**src/rtl/booth_mul_pkg.sv**
```systemverilog
// Shared types for the sequential radix-4 Booth multiplier: FSM states,
// recoded digit operations and the digit-count helper.
package booth_mul_pkg;

  typedef enum logic [1:0] {
    IDLE,
    CALC,
    DONE
  } state_e;

  typedef enum logic [2:0] {
    ZERO,
    PLUS1,
    PLUS2,
    MINUS1,
    MINUS2
  } digit_op_e;

  // Unsigned operands need one extra digit to consume the zero-extended top bits.
  function automatic int unsigned num_digits(input int unsigned width, input logic signed_mode);
    return signed_mode ? (width / 2) : (width / 2 + 1);
  endfunction

endpackage

```
**src/rtl/booth_recode.sv**
```systemverilog
// Radix-4 Booth recoder: maps the window {Q[2k+1], Q[2k], Q[2k-1]} to a digit operation.
module booth_recode
  import booth_mul_pkg::*;
(
  input  logic [2:0] window,
  output digit_op_e  op
);

  always_comb begin
    op = ZERO;
    case (window)
      3'b001, 3'b010: op = PLUS1;
      3'b011:         op = PLUS2;
      3'b100:         op = MINUS2;
      3'b101, 3'b110: op = MINUS1;
      default:        op = ZERO;
    endcase
  end

endmodule

```
**src/rtl/booth_mul_seq.sv**
```systemverilog
// Sequential radix-4 Booth multiplier, one digit per clock, signed or unsigned operands.
// Optional early exit when all remaining digits are zero: define BOOTH_MUL_EARLY_EXIT_EN.
module booth_mul_seq
  import booth_mul_pkg::*;
#(
  parameter int unsigned WIDTH = 8
) (
  input  logic                 clk,
  input  logic                 rst,
  input  logic                 start,
  input  logic                 signed_mode,
  input  logic [WIDTH-1:0]     a,
  input  logic [WIDTH-1:0]     b,
  output logic                 ready,
  output logic                 done,
  output logic [2*WIDTH-1:0]   product
);

  localparam int unsigned NMAX = WIDTH / 2 + 1;
  localparam int unsigned UW   = WIDTH + 3;
  localparam int unsigned AW   = UW + 2 * NMAX;
  localparam int unsigned KW   = $clog2(NMAX + 1);

  state_e                   state;
  logic signed [WIDTH+1:0]  m;
  logic signed [WIDTH+2:0]  q;
  logic signed [AW-1:0]     acc;
  logic signed [AW-1:0]     acc_next;
  logic        [KW-1:0]     k;
  logic        [KW-1:0]     n_digits;
  logic                     mode_r;

  digit_op_e                op;
  logic signed [UW-1:0]     m_x;
  logic signed [UW-1:0]     addend;
  logic signed [UW-1:0]     upper_sum;
  logic        [KW:0]       shamt;
  logic                     exit_now;
  logic                     last;

  assign ready = (state == IDLE);
  assign done  = (state == DONE);

  // q is shifted right by 2 each digit, so the current window always sits in q[2:0].
  booth_recode u_recode (
    .window (q[2:0]),
    .op     (op)
  );

`ifdef BOOTH_MUL_EARLY_EXIT_EN
  // Arithmetic shifting replicates the top bit, so "all remaining Q bits equal" is just all-0 or all-1.
  assign exit_now = (q == '0) || (q == '1);
`else
  assign exit_now = 1'b0;
`endif

  always_comb begin
    m_x       = {m[WIDTH+1], m};
    addend    = '0;
    case (op)
      PLUS1:   addend = m_x;
      PLUS2:   addend = {m, 1'b0};
      MINUS1:  addend = -m_x;
      MINUS2:  addend = -{m, 1'b0};
      default: addend = '0;
    endcase
    upper_sum = acc[AW-1 -: UW] + addend;
    shamt     = {n_digits - k, 1'b0};
    // Skipping zero digits is just the shifts they would have done.
    if (exit_now) acc_next = acc >>> shamt;
    else          acc_next = $signed({upper_sum, acc[AW-UW-1:0]}) >>> 2;
    last      = exit_now || (k == n_digits - KW'(1));
  end

  always_ff @(posedge clk or negedge rst) begin
    if (!rst) begin
      state    <= IDLE;
      m        <= '0;
      q        <= '0;
      acc      <= '0;
      k        <= '0;
      n_digits <= '0;
      mode_r   <= 1'b0;
      product  <= '0;
    end else begin
      case (state)
        IDLE: begin
          if (start) begin
            m        <= signed_mode ? {{2{a[WIDTH-1]}}, a} : {2'b00, a};
            q        <= signed_mode ? {{2{b[WIDTH-1]}}, b, 1'b0} : {2'b00, b, 1'b0};
            acc      <= '0;
            k        <= '0;
            n_digits <= KW'(num_digits(WIDTH, signed_mode));
            mode_r   <= signed_mode;
            state    <= CALC;
          end
        end
        CALC: begin
          acc <= acc_next;
          q   <= q >>> 2;
          k   <= k + KW'(1);
          if (last) begin
            state <= DONE;
            // Signed runs use one digit fewer, leaving the result scaled by 4 in acc.
            product <= mode_r ? acc_next[2*WIDTH+1:2] : acc_next[2*WIDTH-1:0];
          end
        end
        DONE:    state <= IDLE;
        default: state <= IDLE;
      endcase
    end
  end

endmodule

```
**config.mk**
```make
export PLATFORM = sky130hd
export DESIGN_NAME = booth_mul_seq
export DESIGN_NICKNAME = d
export VERILOG_FILES = /design/src/rtl/booth_mul_pkg.sv /design/src/rtl/booth_recode.sv /design/src/rtl/booth_mul_seq.sv
export SDC_FILE = /design/constraint.sdc
export NUM_CORES = 1
export LEC_CHECK = 0
export BUFFER_PORTS_ARGS = -buffer_cell sky130_fd_sc_hd__buf_2
export CAP_MARGIN = 20
export CORE_MARGIN = 1.5
export CORE_UTILIZATION = 30
export CTS_BUF_LIST = sky130_fd_sc_hd__clkbuf_2
export DETAILED_ROUTE_END_ITERATION = 8
export PLACE_DENSITY = 0.43
export SLEW_MARGIN = 30
export SYNTH_ARGS = -nofsm -noshare
export SYNTH_HDL_FRONTEND = slang
export SYNTH_SLANG_ARGS = --single-unit
```
**constraint.sdc**
```tcl
create_clock -name clk -period 7.75 [get_ports clk]
set_input_delay 0 -clock clk [delete_from_list [all_inputs] [get_ports clk]]
set_output_delay 0 -clock clk [all_outputs]
set_load 0.03 [all_outputs]
```
==> impl_results.md, run 1 <==
- Clock Tree Root: clkbuf_2
- Average wire per standard cell: 14.4 µm
- Crit path time final: 3.73 ns
- Hold Crit Depth: 3
- Antenna-violating nets left: 0
- Largest net degree at the start of global routing: 62
- HPWL after detailed placement: 6130 µm
- DIE HEIGHT: 112 µm
- Worst flop-to-flop path startpoint: m[0]$_DFFE_PN0P_
- Pre-CTS setup slack: 4.03 ns
- Status: finished, final reports clean
- Clock Skews: 0.0340 ns
- CP endpoint kind: flop
- Worst Reg-to-Reg Cells: 15
- Synth Net Count: 454
- R2r setup slk: 4.02 ns
- Actual slew at the worst max-slew pin: 0.827 ns
- Inserted Clock Buffers: 9
- Worst Hold Class: input port to flop
- Crit Path Category: flop to flop
- Synth Flop Type: dfrtp_1
- Initial DRC Count: 153
- Commonest cells after routing, fill and taps aside: nand2_1 (92), dfrtp_1 (61), o21ai_0 (50)
- CP endpoint: acc[19]$_DFFE_PN0P_
- Max Cap Viol: 0
- CP arrival: 4.13 ns
- Post-synthesis sequential area ratio: 42.8%
- Total core area: 11500 µm²
- Worst setup margin: 4.02 ns
- Final net count: 497
- Clock transition at path regs: 0.20 ns
- Setup violators final: 0
- Routed wire length: 8830 µm
- Mean Syn Cell Area: 8.46 µm²
- Final cycle utilization of the critical path: 48.1%
- Clock Sinks: 61
- Critical Path RT: 8.15 ns
- Ant. Diodes: 0
- Drt via density: 5.00
- RSZ-0062 raised after global routing: no
- Detailed Routing Iterations Pass 1: 4
- Via count: 3057
- Max-slew headroom: 44.8%
- # fillers: 1197
- Max-slew violations: 0
- Crit path launch: m[0]$_DFFE_PN0P_
- Commonest non-fill, non-tap cell in the layout: nand2_1
- Number of synthesized flops with an enable pin: 0
- Mapped cell area: 3560 µm²
- CTS tree: done
- GR Util All Layers: 15.3%
- Grt ovf: 0
- Remaining DRCs: 0
- Width of the die: 112 µm
- R2r endpoint: acc[19]$_DFFE_PN0P_
- Layout cells sized above 1: 15.1%
- Number of antenna violations at the first check in global routing: 0
- Area grow syn2layout: 16.2%
- Ys async rst share: 100%
- Quantity of I/O buffers inserted on ports: 37
- Worst-path maximum fanout: 5
- Vias in the first global route: 2984
- First-pass GRT wire length: 15200 µm
- YS warnings: 0
- H-tree depth: 3
- Yosys cell types: 45
- Clk Latency, worst-skew pair: 0.51 ns
- Die ar.: 12500 µm²
- Hold Vio Cnt, Final: 0
- Initial Utilization: 30.9%
- Row count: 39
- Fmax: 268 MHz
- RD Place Congestion: 0.942
- Setup crit start kind: flop
- Io pins: 38
- Post-CTS setup buffers: 0
- Setup TNS: 0 ns
- Post-synthesis cell count: 421
- Clock buffer depth: 2
- FF+latch count, synth: 61
-- logic make-up (layout without fill, tap and decap cells) --
family | Yosys count | count (layout) | share of synthesized area [%]
compound gates | 100 | 100 | 16.7
xor+xnor | 20 | 20 | 4.92
fa+ha+maj | 13 | 13 | 4.78
buf+inv | 36 | 84 | 4.28
flops | 61 | 61 | 42.8
mux | 18 | 18 | 5.27
simple gates | 173 | 173 | 21.2
-- synthesized netlist by cell type (2+ instances only) --
library cell  count  area [µm²]
a211oi_1          2        15.0
a21boi_0          2        15.0
a21o_1            5        37.5
a21oi_1          14        70.1
a221oi_1          3        26.3
a22oi_1           2        15.0
a31oi_1           9        56.3
and2_1            2        12.5
buf_1             3        11.3
buf_2             2        10.0
buf_6             2        22.5
clkbuf_1         20        75.1
dfrtp_1          61        1530
ha_1             12         150
inv_1             8        30.0
mux2_2            6        67.6
mux2i_1          12         120
nand2_1          93         349
nand2b_1          7        43.8
nand3_1          17        85.1
nor2_1           40         150
nor2b_1           2        12.5
nor3_1            5        25.0
o21a_1            2        15.0
o21ai_0          50         250
o22ai_1           3        18.8
xnor2_1           8        70.1
xor2_1           12         105
-- per-stage QoR --
| step | std cells | area (µm²) | util [%] | hold WS [ns] |
|---|---|---|---|---|
| 2_1_floorplan | 421 | 3560 | - | -0.296 |
| 3_3_place_gp | 578 | 3840 | 33.3 | 0.188 |
| 3_5_place_dp | 578 | 3840 | 33.4 | 0.198 |
| 4_1_cts | 612 | 4140 | 35.9 | 0.0972 |
| 5_1_grt | 612 | 4140 | 35.9 | 0.154 |
| 6_report | 612 | 4140 | 35.9 | 0.131 |
-- critical path, cell delays in order (launching register included) --
cell and delay (ns):
dfrtp_1 0.46, inv_1 0.12, ha_1 0.18, or3b_1 0.48, xor2_1 0.19, mux2_2 0.27
a32oi_1 0.14, o21ai_0 0.15, ha_1 0.40, a21oi_1 0.16, o21ai_0 0.14, a21oi_1 0.26
o21ai_0 0.16, xor2_1 0.17, a21o_1 0.19, a21o_1 0.16
-- layer usage --
layer	part of all wire, %	vias to the layer above	global-route usage [%]
li1	-	1521	-
met2	48	68	24.2
met3	3.4	10	1.96
met4	1.3	0	6.08
met5	0	-	0
met1	47	1458	21.3
-- area by class of cell --
class                      instances  area [µm²]  area share (%)
sequential                        61        1530            36.9
clock inverter                     7        72.6            1.75
multi-input combinational        324        1890            45.6
tap                              143         179            4.32
clock buffer                       9        45.0            1.09
inverter                           9        33.8           0.816
timing repair buffer              59         395            9.55
-- worst min-delay path by stage --
stage	slack, ns	startpoint	to
after floorplan	-0.30	rst	acc[10]$_DFFE_PN0P_
final	0.13	start	n_digits[2]$_DFFE_PN0P_
after CTS	0.1	start	q[10]$_DFFE_PN0P_
after global routing	0.15	start	m[8]$_DFFE_PN0P_
after global placement	0.19	a[2]	m[2]$_DFFE_PN0P_
after detailed placement	0.20	a[6]	m[6]$_DFFE_PN0P_
-- sequential cells by signal, indices dropped and copies added, names as in the netlist --
| signal | count |
|---|---|
| mode_r | 1 |
| k | 3 |
| m | 9 |
| n_digits | 2 |
| state | 2 |
| acc | 17 |
| q | 11 |
| product | 16 |
-- repair_timing --
action	in CTS	in global routing
resized for setup	0	0
hold buffers	18	0
endpoints found under the hold margin	82	0
Power of run 1 is not shown: default switching activity piles up to over one toggle a cycle in this logic, so the estimate is an artifact.
==> inputs of run 2 (changes only) <==
PLACE_DENSITY = 0.45   (was 0.43)
clock period = 3.4 ns   (was 7.75 ns; I/O delays follow)
==> run 2 against run 1 <==
  * Core utilization is 3.5 points higher
  * Sequential share of layout area fell by 3.3 points
  * Cell count rose by 6.0%
  * Via count up 4.7%
  * Sequential cell count unchanged
  * Count of clock-buffer cells in the layout unchanged
  * Critical path depth is the same
  * Highest routed layer unchanged
==> impl_results.md, run 2 (synthesis results as in run 1) <==
- Vias in the first global route: 3196
- Row count: 39
- RSZ-0062 raised after global routing: yes
- Setup crit start kind: flop
- Largest net degree at the start of global routing: 33
- Non-Filler Instances: 649
- Width of the die: 112 µm
- Number of antenna violations at the first check in global routing: 0
- Detailed Routing Iterations Pass 1: 4
- Final cycle utilization of the critical path: 97.1%
- Worst hold path startpoint: start
- HPWL after detailed placement: 6510 µm
- Quantity of I/O buffers inserted on ports: 37
- Initial DRC Count: 120
- Grt ovf: 0
- Setup violators final: 0
- Worst Hold Class: input port to flop
- Commonest non-fill, non-tap cell in the layout: nand2_1
- Max-slew headroom: 41.3%
- Remaining DRCs: 0
- CTS tree: done
- Worst flop-to-flop path startpoint: m[0]$_DFFE_PN0P_
- Antenna-violating nets left: 0
- GR Util All Layers: 15.8%
- CP arrival: 3.72 ns
- DIE HEIGHT: 112 µm
- Actual slew at the worst max-slew pin: 0.879 ns
- Hold Vio Cnt, Final: 0
- Average wire per standard cell: 14.4 µm
- First-pass GRT wire length: 15700 µm
- Area grow syn2layout: 27.6%
- Max reg flops: 17
- Io pins: 38
- Clock transition at path regs: 0.20 ns
- Routed wire length: 9350 µm
- Final net count: 534
- Status: finished, final reports clean
- H-tree depth: 3
- RD Place Congestion: 0.842
- Layout cells sized above 1: 23.9%
- Ant. Diodes: 0
- Clock Tree Root: clkbuf_2
- Pre-CTS setup slack: -0.0117 ns
- Clk Latency, worst-skew pair: 0.51 ns
- Clock Skews: 0.0211 ns
- Max Cap Viol: 0
- Largest regs: acc (17), product (16), q (11)
- Fmax: 303 MHz
- Drt via density: 4.93
- Inserted Clock Buffers: 9
- Clock Sinks: 61
- Setup TNS: 0 ns
- Fin Hold WS: 0.0441 ns
- Worst setup margin: 0.0976 ns
- Via count: 3200
- Initial Utilization: 30.9%
- Total core area: 11500 µm²
- Max-slew violations: 0
- Critical Path RT: 3.82 ns
- Clock buffer depth: 2
- Crit path launch: m[0]$_DFFE_PN0P_
- Commonest cells after routing, fill and taps aside: nand2_1 (92), dfrtp_1 (60), o21ai_0 (46)
- Crit Path Category: flop to flop
- Top reg by flops: acc
- Die ar.: 12500 µm²
- Worst-path maximum fanout: 5
- Placed cell count: 607
- CP endpoint kind: flop
- Crit path time final: 3.30 ns
## run 2: cell types whose count changed in the layout (fill, tap and decap cells not counted), sizes merged
cell	previous run	this run
clkinvlp	1	0
buf	41	76
inv	11	10
bufinv	1	3
dlygate4sd3	18	20
## run 2: path summary, 6_finish.rpt
kind / end / slack (ns) / cells past startpoint
max: product[15]$_DFFE_PN0P_ / 0.1 / 15
min: q[1]$_DFFE_PN0P_ / 0.04 / 4
max reg2reg: product[15]$_DFFE_PN0P_ / 0.1 / 15
min reg2reg: product[0]$_DFFE_PN0P_ / 0.50 / 2
max in group asynchronous: product[14]$_DFFE_PN0P_ / 2.62 / 3
min in group asynchronous: m[7]$_DFFE_PN0P_ / 0.05 / 2
## run 2: repair_timing
action,CTS,global route
setup endpoints to repair,3,7
gates cloned,0,0
pin swaps,0,10
setup buffers,0,6
hold buffers,20,0
gates resized for setup,2,22
hold endpoints to repair,51,0
## run 2: final cells by class
type                       instances  area, µm²
timing repair buffer              96        682
inverter                           9       33.8
clock inverter                     7        113
tap                              143        179
clock buffer                       9       45.0
multi-input combinational        324       1970
sequential                        61       1530
fill                            1214       6970
## run 2: worst max-delay path: stages (launching register included)
cell     delay, ns
dfrtp_1       0.46
inv_2         0.09
ha_4          0.12
or3b_4        0.42
xor2_1        0.16
mux2_4        0.26
a32oi_2       0.16
o21ai_1       0.10
ha_1          0.34
a21oi_2       0.16
o21ai_2       0.07
a21o_1        0.17
a21oi_2       0.15
xor2_1        0.19
mux2i_1       0.09
mux2_4        0.26
## run 2: layer usage
metal	GRT usage, %	part of all wire, %	vias up
li1	-	-	1602
met1	21.2	48	1542
met2	25.4	47	44
met3	2.78	2.9	12
met4	6.58	2.2	0
met5	0	0	-
## run 2: per-stage QoR
stage	utilization (%)	area (µm²)
after detailed placement	35.3	4060
after global routing	39.5	4550
after global placement	35.2	4060
after floorplan	-	3560
after CTS	38.4	4430
final	39.5	4550
Power of run 2 is left out for the same reason.
